File: config.mk
export PLATFORM = sky130hd
export DESIGN_NAME = sprite_pixel_compositor
export DESIGN_NICKNAME = d
export VERILOG_FILES = /design/src/rtl/sprite_pixel_compositor.sv
export SDC_FILE = /design/constraint.sdc
export NUM_CORES = 1
export LEC_CHECK = 0
export BUFFER_PORTS_ARGS = -buffer_cell sky130_fd_sc_hd__buf_2
export CAP_MARGIN = 40
export CORE_MARGIN = 2
export CORE_UTILIZATION = 38
export CTS_CLUSTER_SIZE = 10
export DETAILED_ROUTE_END_ITERATION = 7
export PLACE_DENSITY = 0.62
export RECOVER_POWER = 100
export SETUP_SLACK_MARGIN = 0.5
export SYNTH_ARGS = -nofsm -noshare
export SYNTH_HDL_FRONTEND = slang
export SYNTH_SLANG_ARGS = --single-unit
File: constraint.sdc
create_clock -name Clk -period 3.2 [get_ports Clk]
set_input_delay 0.32 -clock Clk [delete_from_list [all_inputs] [get_ports Clk]]
set_output_delay 0.32 -clock Clk [all_outputs]
set_load 0.05 [all_outputs]
File: src/rtl/sprite_pixel_compositor.sv
// Three-stage sprite compositor: window test, synchronous sprite ROM fetch, and
// transparent-index composite over the background index for the palette lookup.
module sprite_pixel_compositor #(
    parameter  int SPR_W  = 32,
    parameter  int SPR_H  = 32,
    localparam int LW     = $clog2(SPR_W),
    localparam int LH     = $clog2(SPR_H),
    localparam int ROM_AW = LW + LH
) (
    input  logic              Clk,
    input  logic              Reset_n,
    input  logic [9:0]        DrawX,
    input  logic [9:0]        DrawY,
    input  logic              pix_valid,
    input  logic [3:0]        bg_idx,
    input  logic              frame_start,
    input  logic              pos_load,
    input  logic [9:0]        spr_x_in,
    input  logic [9:0]        spr_y_in,
    input  logic              spr_en_in,
    output logic [ROM_AW-1:0] rom_addr,
    input  logic [3:0]        rom_data,
    output logic [3:0]        colorIdx,
    output logic              idx_valid,
    output logic              hit,
    output logic              frame_hit
);

    logic [9:0]  r_act_x, r_act_y, r_pend_x, r_pend_y;
    logic        r_act_en, r_pend_en, r_dirty;
    logic        r_inside1, r_valid1, r_inside2, r_valid2;
    logic [3:0]  r_bg1, r_bg2;
    logic        r_acc;

    logic [10:0] w_dx, w_dy;
    logic        w_inside, w_opaque;

    assign w_dx = {1'b0, DrawX} - {1'b0, r_act_x};
    assign w_dy = {1'b0, DrawY} - {1'b0, r_act_y};
    // A borrow in bit 10 means the pixel is left of / above the sprite; no wrap.
    assign w_inside = r_act_en & pix_valid & ~w_dx[10] & ~w_dy[10]
                    & (w_dx < 11'(SPR_W)) & (w_dy < 11'(SPR_H));
    assign w_opaque = r_inside2 & (rom_data != 4'd0);

    // Active copy only changes at frame start; a same-edge load stays pending.
    always_ff @(posedge Clk or negedge Reset_n) begin
        if (!Reset_n) begin
            r_act_x   <= '0;
            r_act_y   <= '0;
            r_act_en  <= 1'b0;
            r_pend_x  <= '0;
            r_pend_y  <= '0;
            r_pend_en <= 1'b0;
            r_dirty   <= 1'b0;
        end else begin
            if (frame_start && r_dirty) begin
                r_act_x  <= r_pend_x;
                r_act_y  <= r_pend_y;
                r_act_en <= r_pend_en;
            end
            if (pos_load) begin
                r_pend_x  <= spr_x_in;
                r_pend_y  <= spr_y_in;
                r_pend_en <= spr_en_in;
                r_dirty   <= 1'b1;
            end else if (frame_start) begin
                r_dirty <= 1'b0;
            end
        end
    end

    always_ff @(posedge Clk or negedge Reset_n) begin
        if (!Reset_n) begin
            rom_addr  <= '0;
            r_inside1 <= 1'b0;
            r_valid1  <= 1'b0;
            r_bg1     <= '0;
            r_inside2 <= 1'b0;
            r_valid2  <= 1'b0;
            r_bg2     <= '0;
            colorIdx  <= '0;
            idx_valid <= 1'b0;
            hit       <= 1'b0;
        end else begin
            rom_addr  <= w_inside ? {w_dy[LH-1:0], w_dx[LW-1:0]} : '0;
            r_inside1 <= w_inside;
            r_valid1  <= pix_valid;
            r_bg1     <= bg_idx;
            r_inside2 <= r_inside1;
            r_valid2  <= r_valid1;
            r_bg2     <= r_bg1;
            colorIdx  <= r_valid2 ? (w_opaque ? rom_data : r_bg2) : 4'd0;
            hit       <= r_valid2 & w_opaque;
            idx_valid <= r_valid2;
        end
    end

    // A hit coinciding with frame_start belongs to the frame being closed.
    always_ff @(posedge Clk or negedge Reset_n) begin
        if (!Reset_n) begin
            r_acc     <= 1'b0;
            frame_hit <= 1'b0;
        end else if (frame_start) begin
            frame_hit <= r_acc | hit;
            r_acc     <= 1'b0;
        end else if (hit) begin
            r_acc <= 1'b1;
        end
    end

endmodule

=== Word level (Yosys, flattened, before mapping) ===
Cells that the tools add are included.

* Latch bits: 0
* ROM bits: 0
* Output and inout bits: 17
* Word-level logic and storage cells: 44
* Bits of input ports: 54
* Register bits: 73
* Memories: 0
* Memory bits (writable): 0

* Add/subtract/negate cells: 2
* Bitwise gates (word level): 10
* Divide/modulo/power cells: 0
* Reduce and logical (&&, ||, !) cells: 4
* Shifts and indexed selects: 0
* $mul: 0
* $lt $le $gt $ge: 2
* Eq/ne operators: 0
* Mux-type cells: 7

{| class="wikitable"
|+ Operators by type and width
! operator !! number
|-
| 11-bit by 6-bit < comparator with 1-bit output (second input constant) || 2
|-
| 10-bit by 10-bit subtractor with 11-bit output || 2
|-
| 10-bit two-way mux || 1
|-
| 4-bit two-way mux || 2
|-
| 1-bit bitwise AND || 7
|-
| 1-bit two-way mux || 4
|-
| 2-bit nonzero test || 2
|-
| 4-bit nonzero test || 1
|-
| 1-bit NOT || 2
|-
| 1-bit logical AND || 1
|-
| 1-bit OR || 1
|}

=== Depth between registers and ports, before layout ===
Gate-level depths: netlist (run 1).

* Word-level depth: 7
* Gate-level depth with buffers: 12
* Depth with buffers taken out: 11

=== Least setup slack after synthesis (run 1) ===
OpenSTA, ideal clock, no wires.

* Path kind: in2reg
* Start point: input port DrawX[0]
* End point: register rom_addr[4]
* Setup slack: 763 ps
* Path buffers: 1
* Stages on the path: 12
* Data required time: 3120 ps
* Arrival: 2357 ps
* Cell sequence: inv_1 -> ha_1 -> inv_1 -> fa_1 -> a211o_1 -> nand2_2 -> nor4_1 -> a41o_1 -> a2111oi_4 -> nand4_1 -> buf_6 -> nor3b_2

* Word-level cells in the longest chain between the ends: 7
* Elaborated cells on any way between the ends: 8

{| class="wikitable"
|+ Ends and longest elaborated chain
! what !! RTL line !! RTL
|-
| from (decl) || 12 || <nowiki>input logic [9:0] DrawX,</nowiki>
|-
| 10-bit by 10-bit subtractor with 11-bit output (*) || 38 || <nowiki>assign w_dx = {1'b0, DrawX} - {1'b0, r_act_x};</nowiki>
|-
| parallel branches: the longest is 5 deep, another holds 11-bit by 6-bit < comparator with 1-bit output || n/a ||
|-
| 10-bit two-way mux (*) || 85 || <nowiki>rom_addr <= w_inside ? {w_dy[LH-1:0], w_dx[LW-1:0]} : '0;</nowiki>
|-
| to (signal assigned) || 85 ||
|-
| to (decl) || 21 || <nowiki>output logic [ROM_AW-1:0] rom_addr,</nowiki>
|}

Every way passes the cells marked *.
A chain may end at the register's enable or synchronous reset.

=== Worst setup path in the final report (run 1) ===
* Start point: register r_act_y[0]
* End point: register rom_addr[3]

* Word-level cells in the longest chain between the ends: 6
* Elaborated cells on any way between the ends: 7

{| class="wikitable"
|+ Ends and longest elaborated chain
! what !! RTL line !! RTL
|-
| from (decl) || 29 || <nowiki>logic [9:0] r_act_x, r_act_y, r_pend_x, r_pend_y;</nowiki>
|-
| from (signal assigned) || 58 || <nowiki>r_act_y <= r_pend_y;</nowiki>
|-
| 10-bit by 10-bit subtractor with 11-bit output (*) || 39 || <nowiki>assign w_dy = {1'b0, DrawY} - {1'b0, r_act_y};</nowiki>
|-
| parallel branches: the longest is 3 deep, another holds 11-bit by 6-bit < comparator with 1-bit output || n/a ||
|-
| 1-bit bitwise AND (*) || 42 || <nowiki>& (w_dx < 11'(SPR_W)) & (w_dy < 11'(SPR_H));</nowiki>
|-
| 10-bit two-way mux (*) || 85 ||
|}

Marked as above.

==> results of run 1 <==
## power by group
group	total, mW	internal, mW	leakage (nW)	switching (mW)
Clock	0.788	0.442	0.107	0.346
Combinational	0.728	0.335	1.04	0.393
Sequential	1.05	1.01	0.891	0.0410
Total	2.57	1.79	2.04	0.780
## flip-flops by register name, indices dropped and copies added, names as in the netlist, 4 cells and up
| name | flops |
|---|---|
| r_pend_y | 10 |
| r_act_x | 10 |
| r_act_y | 10 |
| r_bg2 | 4 |
| rom_addr | 10 |
| colorIdx | 4 |
| r_bg1 | 4 |
| r_pend_x | 10 |
## stage by stage
step	hold WS, ps	setup WS, ps	utilization	total power [mW]	cell area (um^2)
2_1_floorplan	24.4	763	-	1.62	3630
3_3_place_gp	333	561	0.440	1.76	4070
3_5_place_dp	250	516	0.445	1.78	4110
4_1_cts	55.2	612	0.470	2.58	4340
5_1_grt	56.4	319	0.468	2.72	4330
6_report	78.8	534	0.468	2.57	4330
## final cells by class
| class | instances | share of cell area |
|---|---|---|
| Clock buffer | 10 | 0.0295 |
| Clock inverter | 6 | 0.0208 |
| Inverter | 32 | 0.0278 |
| Multi-Input combinational cell | 200 | 0.371 |
| Sequential cell | 73 | 0.422 |
| Tap cell | 129 | 0.0373 |
| Timing Repair Buffer | 78 | 0.0916 |
## critical path, delay by kind of cell (launching register included)
kind | cells | cell delay (ps)
flops | 1 | 360
compound gates | 5 | 990
simple gates | 2 | 400
fa+ha+maj | 2 | 570
buf+inv | 2 | 260
## routing by layer
layer / track usage / vias up
met1: 0.186 / 1216
li1: - / 1277
met4: 0.0634 / 0
met2: 0.225 / 56
met5: 0 / -
met3: 0.0373 / 8
## synth_stat cells, types with 3 or more instances
library cell	instances
sky130_fd_sc_hd__a21oi_1	19
sky130_fd_sc_hd__nor2_1	21
sky130_fd_sc_hd__clkbuf_8	3
sky130_fd_sc_hd__ha_1	20
sky130_fd_sc_hd__nor3_1	5
sky130_fd_sc_hd__o21ai_0	6
sky130_fd_sc_hd__nor4_1	6
sky130_fd_sc_hd__nand2_1	17
sky130_fd_sc_hd__o21a_1	8
sky130_fd_sc_hd__mux2_2	42
sky130_fd_sc_hd__inv_1	32
sky130_fd_sc_hd__xor2_1	3
sky130_fd_sc_hd__nand2b_1	3
sky130_fd_sc_hd__dfrtp_1	73
sky130_fd_sc_hd__a31oi_1	3
## timing repair
action / 4_1_cts / 5_1_grt
setup buffers: 0 / 3
setup endpoints to repair: 0 / 2
hold endpoints to repair: 23 / 0
hold buffers: 1 / 0
gates resized for setup: 0 / 6
## worst max path at each step
stage / start / cells past startpoint / slack, ps / to
after floorplan: DrawX[0] / 12 / 760 / rom_addr[4]
after CTS: r_act_x[0] / 11 / 610 / rom_addr[3]
final: r_act_y[0] / 11 / 530 / rom_addr[3]
after detailed placement: DrawX[0] / 13 / 520 / rom_addr[3]
after global routing: r_act_y[0] / 11 / 320 / rom_addr[3]
after global placement: DrawX[0] / 13 / 560 / rom_addr[3]
## cells by family (layout without fill, tap and decap cells)
group           count (synthesis)  count (layout)  synth area share
flops                          73              73             0.504
xor+xnor                        5               5            0.0121
simple gates                   62              62            0.0808
mux                            43              43             0.133
compound gates                 68              68             0.136
buf+inv                        42             126            0.0545
fa+ha+maj                      22              22            0.0801
==> flow_summary.rst, run 1 <==
.. list-table::
   :header-rows: 1

   * - Metric
     - Value
   * - Outcome
     - finished, final reports clean
   * - Slew @ Worst Pin
     - 1430 ps
   * - Fill count
     - 921
   * - Maximum Capacitance Violations
     - 0
   * - Number of rows in the core area
     - 35
   * - Root buffer selected by CTS
     - sky130_fd_sc_hd__clkbuf_8
   * - Post-DP HPWL
     - 5460 um
   * - Most frequent standard cell in the layout excluding fill and tap cells
     - sky130_fd_sc_hd__dfrtp_1
   * - Starting DRC count in detailed routing
     - 113
   * - Most frequently used flop master after synthesis
     - sky130_fd_sc_hd__dfrtp_1
   * - End point of the most critical hold path
     - r_bg1[3]
   * - Worst hold path depth
     - 1
   * - First-pass GRT wire length
     - 11300 um
   * - Num Clock Sinks
     - 73
   * - Leakage power summed over all cells
     - 2.04 nW
   * - Hold violation count in the final report
     - 0
   * - Sort of element at the end of the critical path
     - flop
   * - Die footprint
     - 10300 um^2
   * - Final worst path period need
     - 2670 ps
   * - Maximum count of clock buffers along a single path
     - 2
   * - # placed instances
     - 507
   * - Library cell occupying the most area in the post-synthesis netlist
     - sky130_fd_sc_hd__dfrtp_1
   * - Met1 Routed Length
     - 3350 um
   * - Critical Path AT
     - 2910 ps
   * - Beginning of the worst register-to-register path
     - r_act_y[0]
   * - Synthesized netlist cell count
     - 315
   * - Clock latency on the worst-skew pair
     - 350 ps
   * - Vias after detailed routing
     - 2557
   * - Mapped Nets
     - 391
   * - Largest net degree at the start of global routing
     - 51
   * - Netlist area before placement
     - 3630 um^2
   * - Maximum frequency from static timing analysis
     - 375 MHz
   * - Register area
     - 1830 um^2
   * - Flop-to-flop setup slack
     - 530 ps
   * - RSZ-0062 raised after global routing
     - no
   * - Power Dens Cells
     - 594 nW/um^2
   * - Worst Path Max Fanout
     - 6
   * - Clock tree from TritonCTS
     - yes
   * - Area of combinational cells with multiple inputs
     - 1610 um^2
   * - Worst Reg-to-Reg Cells
     - 11
   * - DIE HEIGHT
     - 102 um
   * - Placeable Area
     - 9240 um^2
   * - Worst Skew
     - 17.1 ps
   * - Number of port buffers
     - 70
   * - Highest routed layer
     - met4
   * - Accumulated negative setup slack
     - 0 ps
   * - Met3 wire len
     - 274 um
   * - Cells taking the most area after synthesis
     - sky130_fd_sc_hd__dfrtp_1, sky130_fd_sc_hd__mux2_2, sky130_fd_sc_hd__ha_1
   * - Growth of design area from synthesis to finish
     - 19.4%
   * - Avg WL per Cell
     - 13.6 um
   * - Max incr delay on CP
     - 400 ps
   * - Detail Route met2 WL
     - 3430 um
   * - Final number of max-transition violations
     - 0
   * - Routed Wire Length
     - 7200 um
   * - Share of the cycle needed by the critical path after routing
     - 0.833
   * - Endpoint of the most critical register-to-register path
     - rom_addr[3]
   * - Number of enable flip-flop cells after synthesis
     - 0
   * - Number of remaining DRC errors
     - 0
   * - Layout cell share with drive strength beyond 1
     - 0.303
   * - Count of nets after finishing
     - 470
   * - Required time at the worst-slack endpoint
     - 3450 ps
   * - Overflow after GRT
     - 0
   * - Post-synth cell types
     - 55
   * - Effective utilization at floorplan
     - 0.392
   * - Die width
     - 102 um
   * - First-pass DRT Iterations
     - 4
   * - Final weighted congestion in routability-driven placement
     - 0.811
   * - Share of flip-flops with an asynchronous set or reset after synthesis
     - 1.00
   * - Class of the tightest hold or removal check
     - in -> reg
   * - Type of the worst setup path
     - reg -> reg
   * - Boundary Pins
     - 71
   * - H-tree lvl count
     - 3
   * - Setup violations, final
     - 0
   * - Total routing resource utilization after global routing
     - 0.143
   * - Post-route non-filler standard cell count
     - 528
   * - Avg Vias per Cell
     - 4.84
   * - Cells along the critical path
     - ha_1 -> inv_1 -> fa_1 -> a21o_2 -> a31oi_1 -> o221ai_1 -> o21a_1 -> a2111oi_4 -> nand4_1 -> clkbuf_1 -> nor3b_1
   * - Number of global-route vias before repair
     - 2464
   * - Launch point of the worst hold path
     - bg_idx[3]
   * - CTS Buf Count
     - 9
   * - Synth Area per Inst
     - 11.5 um^2
   * - Slowest cell on the critical path
     - sky130_fd_sc_hd__fa_1
   * - Clock transition at path regs
     - 80 ps
   * - Remaining max-slew budget at the tightest pin
     - 0.0481
   * - Synth warn
     - 0
   * - Number of flip-flops and latches in the synthesized netlist
     - 73
   * - Commonest non-fill, non-tap cells in the layout
     - sky130_fd_sc_hd__dfrtp_1, sky130_fd_sc_hd__buf_2, sky130_fd_sc_hd__mux2_2
   * - Number of antenna violations at the first check in global routing
     - 0
   * - Diodes inserted
     - 0
   * - Worst VDD drop
     - 212 uV
   * - Sequential fraction of the synthesis area
     - 0.504
   * - Share of the synthesized area in the top cell type
     - 0.504
   * - Setup crit start kind
     - flop
   * - Final antenna-violating net count
     - 0
(Power assumes the default switching activity.)
==> run 2: changes to the inputs <==
- clock period: 3.2 -> 2.6 ns (I/O delays scaled with it)
==> run 2 against run 1 <==
Against the previous run:
- combinational power increased by 37%
- clock power increased by 18%
- power increased by 26%
- critical path depth unchanged
- sequential share of layout area decreased by 1.5 points
- sequential power increased by 23%
- final cell count increased by 3.2%
- largest cell class unchanged
- highest routed layer unchanged
==> flow_summary.rst, run 2 (same netlist as run 1, synthesis figures left out) <==
.. list-table::
   :header-rows: 1

   * - Metric
     - Value
   * - Routed Wire Length
     - 7250 um
   * - Most frequent standard cell in the layout excluding fill and tap cells
     - sky130_fd_sc_hd__dfrtp_1
   * - Number of port buffers
     - 70
   * - Diodes inserted
     - 0
   * - RSZ-0062 raised after global routing
     - yes
   * - Root buffer selected by CTS
     - sky130_fd_sc_hd__clkbuf_8
   * - Number of remaining DRC errors
     - 0
   * - Die footprint
     - 10300 um^2
   * - Worst hold path depth
     - 1
   * - Largest net degree at the start of global routing
     - 50
   * - Die width
     - 102 um
   * - Num Clock Sinks
     - 73
   * - H-tree lvl count
     - 3
   * - Critical Path AT
     - 2760 ps
   * - Maximum count of clock buffers along a single path
     - 2
   * - End point of the most critical hold path
     - r_valid1
   * - Worst VDD drop
     - 247 uV
   * - Final weighted congestion in routability-driven placement
     - 0.836
   * - Number of global-route vias before repair
     - 2742
   * - Effective utilization at floorplan
     - 0.392
   * - Endpoint of the most critical register-to-register path
     - rom_addr[4]
   * - Required time at the worst-slack endpoint
     - 2870 ps
   * - DIE HEIGHT
     - 102 um
   * - First-pass DRT Iterations
     - 4
   * - Flop-to-flop setup slack
     - 110 ps
   * - Final antenna-violating net count
     - 0
   * - Slew @ Worst Pin
     - 1280 ps
   * - Leakage power summed over all cells
     - 2.11 nW
   * - Fill count
     - 875
   * - Growth of design area from synthesis to finish
     - 23.7%
   * - Worst Path Max Fanout
     - 4
   * - Starting DRC count in detailed routing
     - 101
   * - CTS Buf Count
     - 9
   * - Setup violations, final
     - 0
   * - Maximum frequency from static timing analysis
     - 402 MHz
   * - Placeable Area
     - 9240 um^2
   * - Class of the tightest hold or removal check
     - in -> reg
   * - Remaining max-slew budget at the tightest pin
     - 0.143
   * - Clock latency on the worst-skew pair
     - 350 ps
   * - # placed instances
     - 520
   * - Layout cell share with drive strength beyond 1
     - 0.351
   * - Commonest non-fill, non-tap cells in the layout
     - sky130_fd_sc_hd__dfrtp_1, sky130_fd_sc_hd__buf_2, sky130_fd_sc_hd__mux2_2
   * - First-pass GRT wire length
     - 12300 um
   * - Maximum Capacitance Violations
     - 0
   * - Number of rows in the core area
     - 35
   * - Clock tree from TritonCTS
     - yes
   * - Overflow after GRT
     - 0
   * - Power Dens Cells
     - 719 nW/um^2
   * - Sort of element at the end of the critical path
     - flop
   * - Count of nets after finishing
     - 487
   * - Outcome
     - finished, final reports clean
   * - Clock transition at path regs
     - 90 ps
   * - Hold violation count in the final report
     - 0
   * - Share of the cycle needed by the critical path after routing
     - 0.956
   * - Worst Reg-to-Reg Cells
     - 11
   * - Type of the worst setup path
     - reg -> reg
   * - Setup crit start kind
     - flop
   * - Avg Vias per Cell
     - 4.88
   * - Beginning of the worst register-to-register path
     - r_act_y[0]
   * - Boundary Pins
     - 71
   * - Vias after detailed routing
     - 2661
   * - Final number of max-transition violations
     - 0
   * - Post-layout utilization of the core
     - 0.486
   * - Avg WL per Cell
     - 13.3 um
   * - Post-DP HPWL
     - 5520 um
   * - Total routing resource utilization after global routing
     - 0.153
   * - Final worst path period need
     - 2490 ps
   * - Worst Skew
     - 8.58 ps
   * - Launch point of the worst hold path
     - pix_valid
   * - Post-route non-filler standard cell count
     - 545
   * - Number of antenna violations at the first check in global routing
     - 0
run 2: cell types whose count changed in the layout (fill, tap and decap cells not counted), sizes merged:
cell | before | now
buf | 54 | 68
bufinv | 2 | 1
clkbuf | 33 | 31
clkinv | 2 | 0
clkinvlp | 1 | 2
dlygate4sd3 | 1 | 5
inv | 33 | 36
run 2: metrics by stage:
step	total power [mW]	setup TNS, ps	area (um^2)	worst slack [ps]	hold slack (ps)
2_1_floorplan	2.00	0	3640	298	-35.6
3_3_place_gp	2.24	-30.8	4190	-30.8	333
3_5_place_dp	2.27	-28.4	4210	-28.4	192
4_1_cts	3.25	0	4520	84.7	0.978
5_1_grt	3.43	-178	4490	-85.2	35.2
6_report	3.22	0	4490	114	55.1
run 2: layout make-up:
type                            count  area [um^2]  share of cell area
Timing Repair Buffer               95          522               0.116
Clock inverter                      7         85.1              0.0190
Tap cell                          129          161              0.0360
Clock buffer                        9          124              0.0276
Inverter                           32          120              0.0268
Sequential cell                    73         1830               0.407
Multi-Input combinational cell    200         1650               0.367
run 2: worst max-delay path by stage:
stage	end	start	cells after the start	slack (ps)
final	rom_addr[4]	r_act_y[0]	11	110
after global routing	rom_addr[4]	r_act_y[0]	11	-90
after CTS	rom_addr[4]	r_act_x[0]	11	80
after detailed placement	rom_addr[4]	DrawX[1]	11	-30
after global placement	rom_addr[4]	DrawX[1]	11	-30
after floorplan	rom_addr[4]	r_act_x[0]	11	300
run 2: report_power, final:
group	leakage (nW)	switching (mW)	internal, mW
clock network	0.100	0.469	0.463
logic	1.12	0.519	0.480
registers	0.891	0.0496	1.25
run 2: what timing repair did:
action | CTS | global route
hold endpoints to repair | 27 | 1
resized for setup | 9 | 1
pin swaps | 13 | 10
buffers inserted | 4 | 0
hold buffers | 4 | 1
endpoints found under the setup margin | 11 | 11
run 2: routing by layer:
layer  wire length [um]  part of all wire  global-route usage
met5                  0                 0                   0
met4                142             0.020              0.0707
met3                281             0.039              0.0331
met1               3420              0.47               0.202
met2               3410              0.47               0.240
run 2: critical path, cell delays in order (launching register included):
cell and delay [ps]:
sky130_fd_sc_hd__dfrtp_1 370, sky130_fd_sc_hd__ha_2 190, sky130_fd_sc_hd__inv_2 40, sky130_fd_sc_hd__fa_2 340, sky130_fd_sc_hd__a21o_4 220, sky130_fd_sc_hd__a31oi_1 170
sky130_fd_sc_hd__o221ai_1 120, sky130_fd_sc_hd__o21a_1 150, sky130_fd_sc_hd__a2111oi_4 300, sky130_fd_sc_hd__nand4_1 180, sky130_fd_sc_hd__buf_4 190, sky130_fd_sc_hd__nor3b_2 140
==> run 3: changes to the inputs <==
- CORE_UTILIZATION: 38 -> 45
- PLACE_DENSITY: 0.62 -> 0.7
==> run 3 against run 2 <==
Against the previous run:
- the run now ends with max-capacitance violations, max-slew violations left
- wire length decreased by 4.4%
- final cell count shrank 5.9%
- cell area fell by 2.1%
- via count down 1.6%
- first-iteration DRC count grew 6.9%
- sequential cell count did not move
- power down 4.7%
- clock power fell by 14%
- combinational power decreased by 2.0%
- critical endpoint is now rom_addr[7]
- largest power group unchanged
==> flow_summary.rst, run 3 (same netlist as run 1, synthesis figures left out) <==
.. list-table::
   :header-rows: 1

   * - Metric
     - Value
   * - Post-DP HPWL
     - 5270 um
   * - Setup violations, final
     - 0
   * - Type of the worst setup path
     - reg -> reg
   * - Final worst path period need
     - 2550 ps
   * - Slowest cell on the critical path
     - sky130_fd_sc_hd__dfrtp_1
   * - Required time at the worst-slack endpoint
     - 2870 ps
   * - Maximum count of clock buffers along a single path
     - 2
   * - Commonest non-fill, non-tap cells in the layout
     - sky130_fd_sc_hd__dfrtp_1, sky130_fd_sc_hd__buf_2, sky130_fd_sc_hd__mux2_2
   * - Comb pwr share
     - 0.319
   * - Share of the cycle needed by the critical path after routing
     - 0.979
   * - Beginning of the worst register-to-register path
     - r_act_y[0]
   * - Maximum frequency from static timing analysis
     - 393 MHz
   * - Largest net degree at the start of global routing
     - 42
   * - Die width
     - 93.8 um
   * - # placed instances
     - 493
   * - First-pass DRT Iterations
     - 4
   * - Beginning of the critical path
     - r_act_y[0]
   * - Maximum Capacitance Violations
     - 1
   * - Diodes inserted
     - 0
   * - Clock tree from TritonCTS
     - yes
   * - Failing checks
     - max-capacitance violations, max-slew violations
   * - CTS Buf Count
     - 9
   * - Vias after detailed routing
     - 2619
   * - Most frequent standard cell in the layout excluding fill and tap cells
     - sky130_fd_sc_hd__dfrtp_1
   * - Relative contribution of sequential cells to total power
     - 0.422
   * - Switching power share of the total
     - 0.319
   * - Slew @ Worst Pin
     - 1810 ps
   * - Setup crit start kind
     - flop
   * - First-pass GRT wire length
     - 11200 um
   * - Number of rows in the core area
     - 32
   * - Power Dens Cells
     - 700 nW/um^2
   * - Sort of element at the end of the critical path
     - flop
   * - Outcome
     - finished with violations
   * - Cells along the critical path
     - ha_2 -> inv_2 -> fa_2 -> a21o_4 -> a31oi_1 -> o221ai_1 -> o21a_1 -> a2111oi_4 -> nand4_1 -> buf_6 -> nor2_1
   * - Worst path buffer plus inverter count
     - 2
   * - Total routing resource utilization after global routing
     - 0.165
   * - Placeable Area
     - 7770 um^2
   * - Leakage power summed over all cells
     - 2.07 nW
   * - Number of remaining DRC errors
     - 0
   * - Post-route non-filler standard cell count
     - 513
   * - Root buffer selected by CTS
     - sky130_fd_sc_hd__clkbuf_8
   * - Critical Path AT
     - 2820 ps
   * - Net Switching
     - 980 uW
   * - Effective utilization at floorplan
     - 0.467
   * - Worst Path Max Fanout
     - 6
   * - Avg WL per Cell
     - 13.5 um
   * - Accumulated negative setup slack
     - 0 ps
   * - Clock latency on the worst-skew pair
     - 340 ps
   * - Worst VDD drop
     - 269 uV
   * - Num Clock Sinks
     - 73
   * - Count of nets after finishing
     - 482
   * - Number of port buffers
     - 70
   * - Max incr delay on CP
     - 360 ps
   * - Launch point of the worst hold path
     - bg_idx[1]
   * - Clock power share
     - 0.259
   * - Final number of max-transition violations
     - 33
   * - Remaining max-slew budget at the tightest pin
     - -0.209
   * - Clock transition at path regs
     - 80 ps
   * - DP Area
     - 4170 um^2
   * - Avg Vias per Cell
     - 5.11
   * - Routed Wire Length
     - 6930 um
   * - Number of antenna violations at the first check in global routing
     - 0
   * - Growth of design area from synthesis to finish
     - 21.1%
   * - Overflow after GRT
     - 0
   * - Die footprint
     - 8790 um^2
   * - DIE HEIGHT
     - 93.8 um
   * - Starting DRC count in detailed routing
     - 108
   * - RSZ-0062 raised after global routing
     - yes
   * - Final non-filler cell area
     - 4390 um^2
   * - Boundary Pins
     - 71
   * - Fill count
     - 691
   * - Layout cell share with drive strength beyond 1
     - 0.360
   * - Hold violation count in the final report
     - 0
   * - Class of the tightest hold or removal check
     - in -> reg
   * - Crit-path leading delay family
     - compound AO/OA/AOI/OAI gates
   * - H-tree lvl count
     - 3
   * - Internal power
     - 2.09 mW
   * - Worst Skew
     - 8.42 ps
   * - Final weighted congestion in routability-driven placement
     - 0.843
   * - Final antenna-violating net count
     - 0
   * - Number of global-route vias before repair
     - 2527
==> run 3: changes by cell type in the layout (fill, tap and decap cells not counted), moves of 2 or more <==
cell / delta
sky130_fd_sc_hd__dlygate4sd3_1: -4
sky130_fd_sc_hd__nor2_2: +5
sky130_fd_sc_hd__nor2_1: -5
sky130_fd_sc_hd__buf_4: -2
sky130_fd_sc_hd__clkbuf_1: +2
sky130_fd_sc_hd__inv_8: -2
==> run 3: power groups by stage <==
stage / logic, mW / clock network (mW) / registers (mW)
final: 0.979 / 0.798 / 1.30
after global routing: 1.08 / 0.882 / 1.31
after CTS: 0.972 / 0.827 / 1.30
after detailed placement: 0.939 / 0 / 1.32
after global placement: 0.923 / 0 / 1.31
after floorplan: 0.678 / 0 / 1.32
==> run 3: what timing repair did <==
action,in CTS,in global routing
resized for setup,7,6
pin swaps,4,6
endpoints found under the hold margin,17,0
endpoints found under the setup margin,11,11
hold buffers,1,0
buffers inserted,2,1
==> run 3: worst reg2reg max path, delay by kind of cell, from the launching register on <==
kind            cells  cell delay, ps
fa+ha+maj           2             550
flops               1             360
simple gates        2             330
compound gates      5             980
buf+inv             2             250
==> run 3: per-stage QoR <==
stage	setup slack (ps)	util	power [mW]	hold slack, ps
floorplan	298	-	2.00	-35.6
global placement	43.8	0.537	2.24	332
detailed placement	22.6	0.537	2.26	335
CTS	90.1	0.566	3.10	0.286
global route	-103	0.565	3.28	1.30
finish	53.6	0.565	3.07	20.0
==> run 3: path summary, 6_finish.rpt <==
kind	to	slack, ps	cells after the start
max	rom_addr[7]	50	11
min	r_bg1[1]	20	1
max reg2reg	rom_addr[7]	50	11
min reg2reg	r_bg2[1]	350	0
max in group asynchronous	r_pend_x[5]	600	2
min in group asynchronous	r_pend_x[1]	950	2
==> run 3: layer usage <==
layer / global-route usage / vias to the layer above / part of all wire
li1: - / 1310 / -
met1: 0.213 / 1232 / 0.47
met2: 0.261 / 62 / 0.46
met3: 0.0417 / 15 / 0.041
met4: 0.0797 / 0 / 0.023
met5: 0 / - / 0
==> run 3: cell type report <==
type | count | area [um^2] | share of cell area
Clock inverter | 5 | 37.5 | 0.00855
Multi-Input combinational cell | 200 | 1650 | 0.375
Tap cell | 102 | 128 | 0.0291
Sequential cell | 73 | 1830 | 0.416
Timing Repair Buffer | 90 | 489 | 0.111
Clock buffer | 11 | 141 | 0.0322
Inverter | 32 | 120 | 0.0274
